### config.mk
export PLATFORM = sky130hd
export DESIGN_NAME = hazard_stall_unit_flat
export DESIGN_NICKNAME = d
export VERILOG_FILES = /design/src/rtl/hazard_stall_unit_pkg.sv /design/src/rtl/hazard_stall_unit_if.sv /design/src/rtl/hazard_stall_unit_sat_counter16.sv /design/src/rtl/hazard_stall_unit.sv /design/src/flat_wrapper.sv
export SDC_FILE = /design/constraint.sdc
export NUM_CORES = 1
export LEC_CHECK = 0
export ABC_AREA = 0
export BUFFER_PORTS_ARGS = -buffer_cell sky130_fd_sc_hd__buf_2
export CORE_MARGIN = 2
export CORE_UTILIZATION = 48
export CTS_BUF_LIST = sky130_fd_sc_hd__clkbuf_8
export CTS_CLUSTER_SIZE = 8
export DETAILED_ROUTE_END_ITERATION = 10
export HOLD_SLACK_MARGIN = 0.1
export PLACE_DENSITY = 0.78
export SLEW_MARGIN = 20
export SYNTH_ARGS = -nofsm -noshare
export SYNTH_HDL_FRONTEND = slang
export SYNTH_SLANG_ARGS = --single-unit
### constraint.sdc
create_clock -name clock -period 2.8 [get_ports clock]
set_input_delay 0.84 -clock clock [delete_from_list [all_inputs] [get_ports clock]]
set_output_delay 0.84 -clock clock [all_outputs]
set_load 0.1 [all_outputs]
### src/rtl/hazard_stall_unit_pkg.sv
// Shared pipeline definitions for the hazard/stall unit: FSM encoding,
// address and counter widths, and the load-use hazard predicate.
package hazard_stall_unit_pkg;

    localparam int REG_ADDR_W = 5;
    localparam int CNT_W      = 16;
    localparam logic [CNT_W-1:0] CNT_SAT = 16'hFFFF;

    typedef enum logic {
        ST_RUN    = 1'b0,
        ST_FREEZE = 1'b1
    } state_e;

    // $zero is never a real producer, so a load targeting it cannot create a hazard.
    function automatic logic detect_load_use(
        input logic                  mem_read,
        input logic [REG_ADDR_W-1:0] dst,
        input logic [REG_ADDR_W-1:0] rs,
        input logic [REG_ADDR_W-1:0] rt,
        input logic                  uses_rt
    );
        return mem_read && (dst != '0) && ((dst == rs) || (uses_rt && (dst == rt)));
    endfunction

endpackage

### src/rtl/hazard_stall_unit_if.sv
// Pipeline-side bundle of the hazard/stall unit: hazard inputs from ID/EX and
// memory, control enables and statistics counters back to the pipeline.
interface hazard_stall_unit_if;
    import hazard_stall_unit_pkg::*;

    logic                  ctrl_mem_read_id_ex;
    logic [REG_ADDR_W-1:0] mux_reg_dst_out_id_ex;
    logic [REG_ADDR_W-1:0] register_RS;
    logic [REG_ADDR_W-1:0] register_RT;
    logic                  ctrl_uses_rt;
    logic                  branch_taken_ex;
    logic                  mem_busy;
    logic                  ctrl_pc_write;
    logic                  ctrl_if_id_write;
    logic                  ctrl_id_ex_bubble;
    logic                  ctrl_if_id_flush;
    logic                  ctrl_pipe_freeze;
    logic [CNT_W-1:0]      stall_count;
    logic [CNT_W-1:0]      flush_count;

    modport master (
        output ctrl_mem_read_id_ex, mux_reg_dst_out_id_ex, register_RS, register_RT,
               ctrl_uses_rt, branch_taken_ex, mem_busy,
        input  ctrl_pc_write, ctrl_if_id_write, ctrl_id_ex_bubble, ctrl_if_id_flush,
               ctrl_pipe_freeze, stall_count, flush_count
    );

    modport slave (
        input  ctrl_mem_read_id_ex, mux_reg_dst_out_id_ex, register_RS, register_RT,
               ctrl_uses_rt, branch_taken_ex, mem_busy,
        output ctrl_pc_write, ctrl_if_id_write, ctrl_id_ex_bubble, ctrl_if_id_flush,
               ctrl_pipe_freeze, stall_count, flush_count
    );

endinterface

### src/rtl/hazard_stall_unit_sat_counter16.sv
// 16-bit event counter with synchronous clear that sticks at the saturation value.
module sat_counter16
    import hazard_stall_unit_pkg::*;
(
    input  logic             clock,
    input  logic             clear_i,
    input  logic             enable_i,
    output logic [CNT_W-1:0] count_o
);

    logic [CNT_W-1:0] count_q;

    // NOTE: sequential state uses non-blocking assignment so every register
    // samples pre-edge values regardless of process ordering.
    always_ff @(posedge clock) begin
        if (clear_i) begin
            count_q <= '0;
        end else if (enable_i && (count_q != CNT_SAT)) begin
            count_q <= count_q + CNT_W'(1);
        end
    end

    assign count_o = count_q;

endmodule

### src/rtl/hazard_stall_unit.sv
// Load-use stall, branch flush and memory-freeze control for a 5-stage pipeline.
// Priority: reset > mem_busy > flush (pending or live) > load-use.
module hazard_stall_unit
    import hazard_stall_unit_pkg::*;
(
    input  logic               clock,
    input  logic               reset,
    hazard_stall_unit_if.slave bus
);

    state_e state_q, state_d;
    logic   pending_flush_q, pending_flush_d;
    logic   load_use;
    logic   stall_inc, flush_inc;

    assign load_use = detect_load_use(bus.ctrl_mem_read_id_ex, bus.mux_reg_dst_out_id_ex,
                                      bus.register_RS, bus.register_RT, bus.ctrl_uses_rt);

    always_ff @(posedge clock) begin
        if (reset) begin
            state_q         <= ST_RUN;
            pending_flush_q <= 1'b0;
        end else begin
            state_q         <= state_d;
            pending_flush_q <= pending_flush_d;
        end
    end

    // NOTE: every output of this block gets a default first, so no path
    // leaves a signal unassigned and no latch is inferred.
    always_comb begin
        state_d               = state_q;
        pending_flush_d       = pending_flush_q;
        bus.ctrl_pc_write     = 1'b1;
        bus.ctrl_if_id_write  = 1'b1;
        bus.ctrl_id_ex_bubble = 1'b0;
        bus.ctrl_if_id_flush  = 1'b0;
        bus.ctrl_pipe_freeze  = 1'b0;
        stall_inc             = 1'b0;
        flush_inc             = 1'b0;

        if (reset) begin
            bus.ctrl_pc_write     = 1'b0;
            bus.ctrl_if_id_write  = 1'b0;
            bus.ctrl_id_ex_bubble = 1'b1;
            state_d               = ST_RUN;
            pending_flush_d       = 1'b0;
        end else if (bus.mem_busy) begin
            bus.ctrl_pc_write    = 1'b0;
            bus.ctrl_if_id_write = 1'b0;
            bus.ctrl_pipe_freeze = 1'b1;
            state_d              = ST_FREEZE;
            // A branch resolved while frozen must still redirect once memory releases.
            if (state_q == ST_FREEZE && bus.branch_taken_ex) begin
                pending_flush_d = 1'b1;
            end
        end else begin
            state_d = ST_RUN;
            if (pending_flush_q || bus.branch_taken_ex) begin
                bus.ctrl_if_id_flush  = 1'b1;
                bus.ctrl_id_ex_bubble = 1'b1;
                pending_flush_d       = 1'b0;
                flush_inc             = 1'b1;
            end else if (load_use) begin
                bus.ctrl_pc_write     = 1'b0;
                bus.ctrl_if_id_write  = 1'b0;
                bus.ctrl_id_ex_bubble = 1'b1;
                stall_inc             = 1'b1;
            end
        end
    end

    sat_counter16 u_stall_cnt (
        .clock    (clock),
        .clear_i  (reset),
        .enable_i (stall_inc),
        .count_o  (bus.stall_count)
    );

    sat_counter16 u_flush_cnt (
        .clock    (clock),
        .clear_i  (reset),
        .enable_i (flush_inc),
        .count_o  (bus.flush_count)
    );

endmodule

### src/flat_wrapper.sv
// flat-port wrapper written by rule: the top's interface ports become plain ports
module hazard_stall_unit_flat import hazard_stall_unit_pkg::*;
  (clock, reset, bus_ctrl_mem_read_id_ex, bus_mux_reg_dst_out_id_ex, bus_register_RS, bus_register_RT, bus_ctrl_uses_rt, bus_branch_taken_ex, bus_mem_busy, bus_ctrl_pc_write, bus_ctrl_if_id_write, bus_ctrl_id_ex_bubble, bus_ctrl_if_id_flush, bus_ctrl_pipe_freeze, bus_stall_count, bus_flush_count);
  hazard_stall_unit_if bus_i ();
  input  logic clock;
  input  logic reset;
  input wire logic [$bits(bus_i.ctrl_mem_read_id_ex)-1:0] bus_ctrl_mem_read_id_ex;
  input wire logic [$bits(bus_i.mux_reg_dst_out_id_ex)-1:0] bus_mux_reg_dst_out_id_ex;
  input wire logic [$bits(bus_i.register_RS)-1:0] bus_register_RS;
  input wire logic [$bits(bus_i.register_RT)-1:0] bus_register_RT;
  input wire logic [$bits(bus_i.ctrl_uses_rt)-1:0] bus_ctrl_uses_rt;
  input wire logic [$bits(bus_i.branch_taken_ex)-1:0] bus_branch_taken_ex;
  input wire logic [$bits(bus_i.mem_busy)-1:0] bus_mem_busy;
  output wire logic [$bits(bus_i.ctrl_pc_write)-1:0] bus_ctrl_pc_write;
  output wire logic [$bits(bus_i.ctrl_if_id_write)-1:0] bus_ctrl_if_id_write;
  output wire logic [$bits(bus_i.ctrl_id_ex_bubble)-1:0] bus_ctrl_id_ex_bubble;
  output wire logic [$bits(bus_i.ctrl_if_id_flush)-1:0] bus_ctrl_if_id_flush;
  output wire logic [$bits(bus_i.ctrl_pipe_freeze)-1:0] bus_ctrl_pipe_freeze;
  output wire logic [$bits(bus_i.stall_count)-1:0] bus_stall_count;
  output wire logic [$bits(bus_i.flush_count)-1:0] bus_flush_count;
  assign bus_i.ctrl_mem_read_id_ex = bus_ctrl_mem_read_id_ex;
  assign bus_i.mux_reg_dst_out_id_ex = bus_mux_reg_dst_out_id_ex;
  assign bus_i.register_RS = bus_register_RS;
  assign bus_i.register_RT = bus_register_RT;
  assign bus_i.ctrl_uses_rt = bus_ctrl_uses_rt;
  assign bus_i.branch_taken_ex = bus_branch_taken_ex;
  assign bus_i.mem_busy = bus_mem_busy;
  assign bus_ctrl_pc_write = bus_i.ctrl_pc_write;
  assign bus_ctrl_if_id_write = bus_i.ctrl_if_id_write;
  assign bus_ctrl_id_ex_bubble = bus_i.ctrl_id_ex_bubble;
  assign bus_ctrl_if_id_flush = bus_i.ctrl_if_id_flush;
  assign bus_ctrl_pipe_freeze = bus_i.ctrl_pipe_freeze;
  assign bus_stall_count = bus_i.stall_count;
  assign bus_flush_count = bus_i.flush_count;
  hazard_stall_unit u_core (.clock(clock), .reset(reset), .bus(bus_i));
endmodule
==> flow_summary.ini, run 1 <==
[global_route]
grt_pass1_wl_mm = 6.927
first_global_vias = 1601
grt_max_degree = 30
grt_use_total_pct = 20.04
antenna_found_initial = 0
globalRouteOverflowTotal = 0

[placement]
place_congestion = 0.8591
hpwlAfterDp_mm = 3.078
io_buffers = 57
dpl-instance-area_um2 = 2311
dp_slack_ps = -432.5

[yosys]
yosys.area.top_type_share_pct = 36.03
synth.area.top_cells = dfxtp_1 36%, xor2_1 7.9%, nor2_1 5.0%, a21oi_1 4.5%, nand4_1 3.6%
synthCells = 221
syn_avg_cell_area_um2 = 8.549
ys_seq_elements = 34
syn_nets = 244
seq_area_frac_synth_pct = 36.03
yosys_warnings = 0
netlist_area_um2 = 1889
yosysUniqueCellTypes = 44
yosys.area.top_type = dfxtp_1

[timing]
max-slew-margin-rel_pct = 66.94
final-hold-violation-count = 0
worstMarginPinSlew_ps = 491.8
period_minus_slack_ps = 3106
finClkSkew_ps = 5.437
setup_ws_ps = -306.0
report.final.slew_viol_count = 0
rsz0062_at_grt = true
fin_crit_sh_pct = 110.9
fmax_mhz = 322.0
setup_viol = 3

[floorplanning]
die_w_um = 66.74
rows = 22
die_area_um2 = 4454
die-height_um = 66.74
core_area_um2 = 3716
start_util_pct = 50.84
pin_count = 58

[clock_tree]
clkTransAtPathRegs_ps = 70
cts_tree = built
cts_inserted_buffers = 5
cts_max_level = 2
cts-root-buf = clkbuf_8
clock_latency_ps = 280
cts_buffer_depth = 2
clock_sinks = 34

[detailed_routing]
wire_per_inst_um = 12.70
vias = 1868
drc = 0
drtAntennaViolNets = 0
drtIter0Drc = 87
routed_wl_mm = 4.217
routed_via_density = 5.627
dr.pass1.iters = 4

[finish]
stdcell_area_um2 = 2445
layout_common_cells = 50 x buf_2, 34 x dfxtp_1, 23 x nor2_1
layout-drive-gt1-share_pct = 30.63
final_common_cell = buf_2
syn_to_final_growth_pct = 29.40
fin_nets = 306
antenna-diode-count = 0

[critical_path]
crit_fanout = 3
cp-end-kind = output port
setup.worst_path.class = input pin to output port
start_kind = input pin
worstPathRequired_ps = 1960
arrival_ps = 2270

[pwr]
power.internal_mw = 0.7331
p_total_mw = 1.004
pwr-share-clk_pct = 37.8
vdd.ir_drop.worst_mv = 0.2133
p_leak_nw = 0.9745
power_frac_seq_pct = 48.6
p_comb_share_pct = 13.6
switching_share_pct = 26.97
p_sw_mw = 0.2707
power.density_nw_per_um2 = 410.6

[outcome]
violations = negative setup slack
status = finished with violations

[min_path]
holdCritPathClass = flop to flop

[flow_run]
cap_violations = 0
-- power groups by stage --
stage	clock network [mW]	logic (mW)	registers [mW]
6_report	0.380	0.137	0.488
4_1_cts	0.386	0.137	0.487
5_1_grt	0.409	0.146	0.488
2_1_floorplan	0	0.0790	0.507
3_5_place_dp	0	0.129	0.499
3_3_place_gp	0	0.127	0.499
-- per-layer routing --
layer | vias up | GRT usage (%) | share of wire [%]
met3 | 4 | 5.743 | 6.2
met5 | - | 0 | 0
met4 | 0 | 5.867 | 1.1
met2 | 53 | 32.13 | 45
met1 | 855 | 26.06 | 48
li1 | 956 | - | -
-- registers in the layout, summed over array words and instances (netlist names) --
name,count
u_core.pending_flush_q,1
u_core.u_flush_cnt.count_o,16
u_core.u_stall_cnt.count_o,16
u_core.state_q,1
-- logic make-up (layout without fill, tap and decap cells) --
kind of cell / after synthesis / after routing / share of synthesized area [%]
XOR/XNOR: 22 / 22 / 10.20
multiplexers: 4 / 4 / 2.318
AO/OA/AOI/OAI: 41 / 41 / 13.77
flip-flops: 34 / 34 / 36.03
AND/OR/NAND/NOR: 105 / 105 / 32.72
adder cells (fa/ha/maj): 2 / 2 / 1.324
buffers and inverters: 13 / 76 / 3.642
-- final timing paths --
check	cells after the start	slack, ps	endpoint	startpoint
max	6	-310	bus_ctrl_id_ex_bubble	bus_mux_reg_dst_out_id_ex[0]
min	2	480	u_core.pending_flush_q	u_core.state_q
max reg2reg	5	900	u_core.u_stall_cnt.count_o[12]	u_core.pending_flush_q
min reg2reg	2	480	u_core.pending_flush_q	u_core.state_q
-- worst max-delay path: stages --
cell	delay, ps
buf_8	100
or4_4	540
o21ai_2	140
nor2_2	50
o41a_2	420
buf_12	180
-- cells in the mapped netlist (all sizes together) --
library cell,instances
nor2b,2
xor2,17
dfxtp,34
o211a,1
and2,1
nand2,11
ha,2
o2111a,1
nand4bb,1
nor3,7
nand4,12
and4,5
nand3,10
mux2i,1
or3b,1
o31ai,7
nor4,8
o41a,1
a31oi,1
nor2,25
or3,5
or4,9
o2111ai,1
xnor2,5
o31a,1
inv,4
a211oi,1
a32oi,1
buf,4
nand2b,1
clkbuf,5
or2,1
and3,6
o21ai,9
mux2,3
a21oi,17
-- stage by stage --
stage	setup TNS, ps	hold WS [ps]	util, %	instances
after floorplan	-1093	437.8	-	221
after global placement	-1008	451.0	62.19	323
after detailed placement	-1074	462.6	62.19	323
after CTS	-809.8	481.4	65.79	332
after global routing	-913.4	525.9	65.79	332
final	-790.7	476.6	65.79	332
-- final cells by class --
type,count,area [um^2]
clock buffers,6,82.58
multi-input cells,174,1165
repair buffers,64,429.2
well taps,48,60.06
clock inverters,2,12.51
fillers,333,1271
inverters,4,15.01
flip-flops and latches,34,680.7
-- timing repair --
item / 4_1_cts / 5_1_grt
resized for setup: 9 / 0
cloned: 0 / 0
buffers inserted: 1 / 0
endpoints found under the setup margin: 3 / 3
pin swaps: 2 / 0
hold buffers: 0 / 0
endpoints found under the hold margin: 0 / 0
No activity file was read; power rests on OpenSTA's default activity.
==> run 2, diff against run 1 <==
--- a/config.mk
+++ b/config.mk
@@ -13,7 +13,7 @@
 export CTS_CLUSTER_SIZE = 8
 export DETAILED_ROUTE_END_ITERATION = 10
 export HOLD_SLACK_MARGIN = 0.1
-export PLACE_DENSITY = 0.78
+export PLACE_DENSITY_LB_ADDON = 0.3
 export SLEW_MARGIN = 20
 export SYNTH_ARGS = -nofsm -noshare
 export SYNTH_HDL_FRONTEND = slang
==> flow_summary.ini, run 2 (same netlist as run 1, synthesis figures left out) <==
[timing]
fmax_mhz = 322.8
max-slew-margin-rel_pct = 64.65
finClkSkew_ps = 5.122
final-hold-violation-count = 0
setup_viol = 3
rsz0062_at_grt = true
tns_ps = -831.7
report.final.slew_viol_count = 0
worstMarginPinSlew_ps = 525.9
fin_crit_sh_pct = 110.7
period_minus_slack_ps = 3098
setup_ws_ps = -298.3

[placement]
placed_cells = 324
io_buffers = 57
place_congestion = 0.7740
hpwlAfterDp_mm = 3.064

[detailed_routing]
dr.pass1.iters = 4
drtAntennaViolNets = 0
drc = 0
routed_wl_mm = 4.297
wire_per_inst_um = 12.87
drtIter0Drc = 121
routed_via_density = 5.713
vias = 1908

[global_route]
antenna_found_initial = 0
globalRouteOverflowTotal = 0
grt_pass1_wl_mm = 7.258
grt_max_degree = 30
grt_use_total_pct = 21.14
first_global_vias = 1630

[critical_path]
cp-end-kind = output port
startpoint = bus_mux_reg_dst_out_id_ex[0]
worstPathRequired_ps = 1960
arrival_ps = 2260
setup.worst_path.class = input pin to output port
start_kind = input pin
r2r_setup_slack_ps = 850
cp_cell_sequence = buf_8 -> or4_4 -> o21ai_4 -> nor2_2 -> o41a_2 -> buf_12
cpPeakStageDelay_ps = 540
reg2reg_from = u_core.pending_flush_q
reg2reg_depth = 5
timing.rr.end = u_core.u_stall_cnt.count_o[12]
cp_slowest_cell = or4_4
endpoint = bus_ctrl_id_ex_bubble
crit_fanout = 3

[outcome]
violations = negative setup slack
status = finished with violations

[floorplanning]
start_util_pct = 50.84
rows = 22
die_area_um2 = 4454
pin_count = 58
die-height_um = 66.74
die_w_um = 66.74
core_area_um2 = 3716

[flow_run]
cap_violations = 0

[pwr]
power.density_nw_per_um2 = 428.7
vdd.ir_drop.worst_mv = 0.2463
p_leak_nw = 1.002

[finish]
final_common_cell = buf_2
syn_to_final_growth_pct = 31.66
fin_nets = 308
layout-drive-gt1-share_pct = 31.12
layout_common_cells = 51 x buf_2, 34 x dfxtp_1, 23 x nor2_1
n_fill_cell = 305
fin_cells = 334
antenna-diode-count = 0

[clock_tree]
cts_tree = built
clock_latency_ps = 290
cts_max_level = 2
clock_sinks = 34
cts-root-buf = clkbuf_8
clkTransAtPathRegs_ps = 70
cts_buffer_depth = 2
cts_inserted_buffers = 5

[min_path]
holdCritPathClass = flop to flop
run 2: cell count changes in the layout (fill, tap and decap cells not counted), sizes merged:
cell	change
buf	+2
inv	+2
bufinv	+1
clkbuf	-1
clkinv	-1
clkinvlp	-1
run 2: worst max-delay path: cells and delay by family:
kind | cells | cell delay, ps
buffers and inverters | 2 | 280
AO/OA/AOI/OAI | 2 | 540
AND/OR/NAND/NOR | 2 | 590
run 2: worst min path at each step:
stage,start,endpoint,slack (ps),cells past startpoint
floorplan,u_core.state_q,u_core.pending_flush_q,440,2
detailed placement,u_core.state_q,u_core.pending_flush_q,460,2
global route,u_core.state_q,u_core.pending_flush_q,540,2
finish,u_core.state_q,u_core.pending_flush_q,480,2
CTS,u_core.state_q,u_core.pending_flush_q,480,2
global placement,u_core.state_q,u_core.pending_flush_q,460,2
run 2: area by class of cell:
class	count	area, um^2	share of cell area, %
sequential	34	680.7	27.36
clock buffer	5	68.82	2.767
clock inverter	3	37.54	1.509
tap	48	60.06	2.414
multi-input combinational	174	1187	47.74
inverter	4	15.01	0.6036
timing repair buffer	66	437.9	17.61
run 2: routing by layer:
metal | GRT usage (%) | part of all wire, %
met1 | 28.04 | 47
met2 | 31.62 | 44
met3 | 7.095 | 6.6
met4 | 7.908 | 1.5
met5 | 0 | 0
run 2: repair_timing:
| action | in CTS | in global routing |
|---|---|---|
| pin swaps | 2 | 4 |
| hold buffers | 0 | 0 |
| endpoints found under the hold margin | 0 | 0 |
| buffers inserted | 2 | 0 |
| resized for setup | 7 | 3 |
| setup endpoints to repair | 3 | 3 |
run 2: per-stage QoR:
step / area (um^2) / setup slack [ps] / total power [mW] / utilization [%] / hold slack [ps]
floorplan: 1929 / -493.9 / 0.5863 / - / 437.8
global placement: 2318 / -415.0 / 0.6275 / 62.39 / 459.2
detailed placement: 2318 / -429.6 / 0.6291 / 62.39 / 464.1
CTS: 2465 / -297.9 / 1.074 / 66.33 / 483.7
global route: 2487 / -324.0 / 1.105 / 66.94 / 539.3
finish: 2487 / -298.3 / 1.066 / 66.94 / 478.8
run 2: power breakdown:
| group | switching (mW) | total, mW | internal [mW] |
|---|---|---|---|
| logic | 0.0899 | 0.142 | 0.0521 |
| clock network | 0.178 | 0.437 | 0.259 |
| registers | 0.00195 | 0.488 | 0.486 |
==> run 3, diff against run 2 <==
--- a/config.mk
+++ b/config.mk
@@ -8,7 +8,7 @@
 export ABC_AREA = 0
 export BUFFER_PORTS_ARGS = -buffer_cell sky130_fd_sc_hd__buf_2
 export CORE_MARGIN = 2
-export CORE_UTILIZATION = 48
+export CORE_UTILIZATION = 53
 export CTS_BUF_LIST = sky130_fd_sc_hd__clkbuf_8
 export CTS_CLUSTER_SIZE = 8
 export DETAILED_ROUTE_END_ITERATION = 10
==> constraint.sdc (replaced) <==
create_clock -name clock -period 3.12 [get_ports clock]
set_input_delay 0.936 -clock clock [delete_from_list [all_inputs] [get_ports clock]]
set_output_delay 0.936 -clock clock [all_outputs]
set_load 0.1 [all_outputs]
==> flow_summary.ini, run 3 (same netlist as run 1, synthesis figures left out) <==
[outcome]
status = finished with violations
violations = negative setup slack

[finish]
fin_nets = 306
final_common_cell = buf_2
final_util_pct = 72.46
layout-drive-gt1-share_pct = 30.39
fin_cells = 329
layout_common_cells = 50 x buf_2, 34 x dfxtp_1, 23 x nor2_1
syn_to_final_growth_pct = 30.00
antenna-diode-count = 0

[timing]
worstMarginPinSlew_ps = 515.4
final-hold-violation-count = 0
max-slew-margin-rel_pct = 65.51
finClkSkew_ps = 7.172
setup_ws_ps = -162.3
fmax_mhz = 304.7
setup_viol = 3
period_minus_slack_ps = 3282
fin_crit_sh_pct = 105.2
report.final.slew_viol_count = 0
rsz0062_at_grt = true

[critical_path]
cp_cell_sequence = buf_6 -> or4_4 -> o21ai_2 -> nor2_2 -> o41a_2 -> buf_12
cp_slowest_cell = or4_4
worstPathRequired_ps = 2180
setup.worst_path.class = input pin to output port
start_kind = input pin
crit_fanout = 2
arrival_ps = 2350
cp-end-kind = output port
cpPeakStageDelay_ps = 530

[detailed_routing]
wire_per_inst_um = 13.53
dr.pass1.iters = 4
routed_via_density = 5.714
drc = 0
routed_wl_mm = 4.450
drtAntennaViolNets = 0
vias = 1880
drtIter0Drc = 119

[placement]
place_congestion = 0.8345
io_buffers = 57
hpwlAfterDp_mm = 3.116
placed_cells = 322

[pwr]
p_comb_share_pct = 12.7
pwr-share-clk_pct = 42.2
p_sw_mw = 0.2341
p_leak_nw = 0.9831
vdd.ir_drop.worst_mv = 0.3817
power.internal_mw = 0.7356
power_frac_seq_pct = 45.1
power.density_nw_per_um2 = 394.8
switching_share_pct = 24.14

[clock_tree]
cts_max_level = 2
postCtsHoldBufs = 0
clkTransAtPathRegs_ps = 60
cts_tree = built
cts_buffer_depth = 2
clock_sinks = 34
cts_inserted_buffers = 5
cts-root-buf = clkbuf_8
clock_latency_ps = 280

[floorplanning]
die-height_um = 63.71
core_area_um2 = 3390
pin_count = 58
rows = 21
start_util_pct = 55.74
die_w_um = 63.71
die_area_um2 = 4058

[global_route]
globalRouteOverflowTotal = 0
first_global_vias = 1776
grt_pass1_wl_mm = 7.624
grt_use_total_pct = 23.29
antenna_found_initial = 0
grt_max_degree = 36

[flow_run]
cap_violations = 0

[min_path]
holdCritPathClass = flop to flop
run 3: final cells by class:
cell class / instances / area (um^2)
flip-flops and latches: 34 / 680.7
clock buffers: 6 / 82.58
multi-input cells: 174 / 1165
inverters: 4 / 15.01
well taps: 46 / 57.56
clock inverters: 1 / 30.03
fillers: 271 / 933.4
repair buffers: 64 / 425.4
run 3: what timing repair did:
action,4_1_cts,5_1_grt
setup endpoints to repair,3,3
setup buffers,0,0
resized for setup,5,1
pin swaps,2,1
run 3: worst max-delay path: cells and delay by family:
family | cells | cell delay [ps]
and+or+nand+nor | 2 | 580
AOI/OAI and AO/OA | 2 | 560
buffers and inverters | 2 | 270
run 3: final timing paths:
check,start,endpoint,slack (ps),cells past startpoint
worst max register to register,u_core.pending_flush_q,u_core.u_stall_cnt.count_o[12],1180,5
worst max-delay path,bus_mux_reg_dst_out_id_ex[0],bus_ctrl_id_ex_bubble,-160,6
worst min-delay path,u_core.state_q,u_core.pending_flush_q,490,2
worst min register to register,u_core.state_q,u_core.pending_flush_q,490,2
run 3: power groups by stage:
stage               combinational (mW)  clock, mW  sequential [mW]
floorplan                       0.0709          0            0.455
global placement                 0.115          0            0.448
detailed placement               0.116          0            0.448
CTS                              0.122      0.415            0.438
global route                     0.131      0.434            0.438
finish                           0.123      0.409            0.438
run 3: layer usage:
layer	GRT usage, %	vias up	wire length, um
met5	0	-	0
met4	9.239	0	66
met3	6.071	7	317
met2	37.37	72	2075
met1	29.71	848	1990
li1	-	953	-
run 3: stage by stage:
step | instance area, um^2 | setup slack [ps] | setup TNS [ps] | power, mW | hold slack [ps]
detailed placement | 2316 | -262.7 | -571.7 | 0.5640 | 468.9
global route | 2456 | -210.9 | -558.2 | 1.002 | 504.6
global placement | 2316 | -263.1 | -567.6 | 0.5625 | 457.0
floorplan | 1929 | -365.9 | -603.2 | 0.5262 | 437.8
finish | 2456 | -162.3 | -408.8 | 0.9698 | 486.7
CTS | 2450 | -148.6 | -351.6 | 0.9746 | 489.0
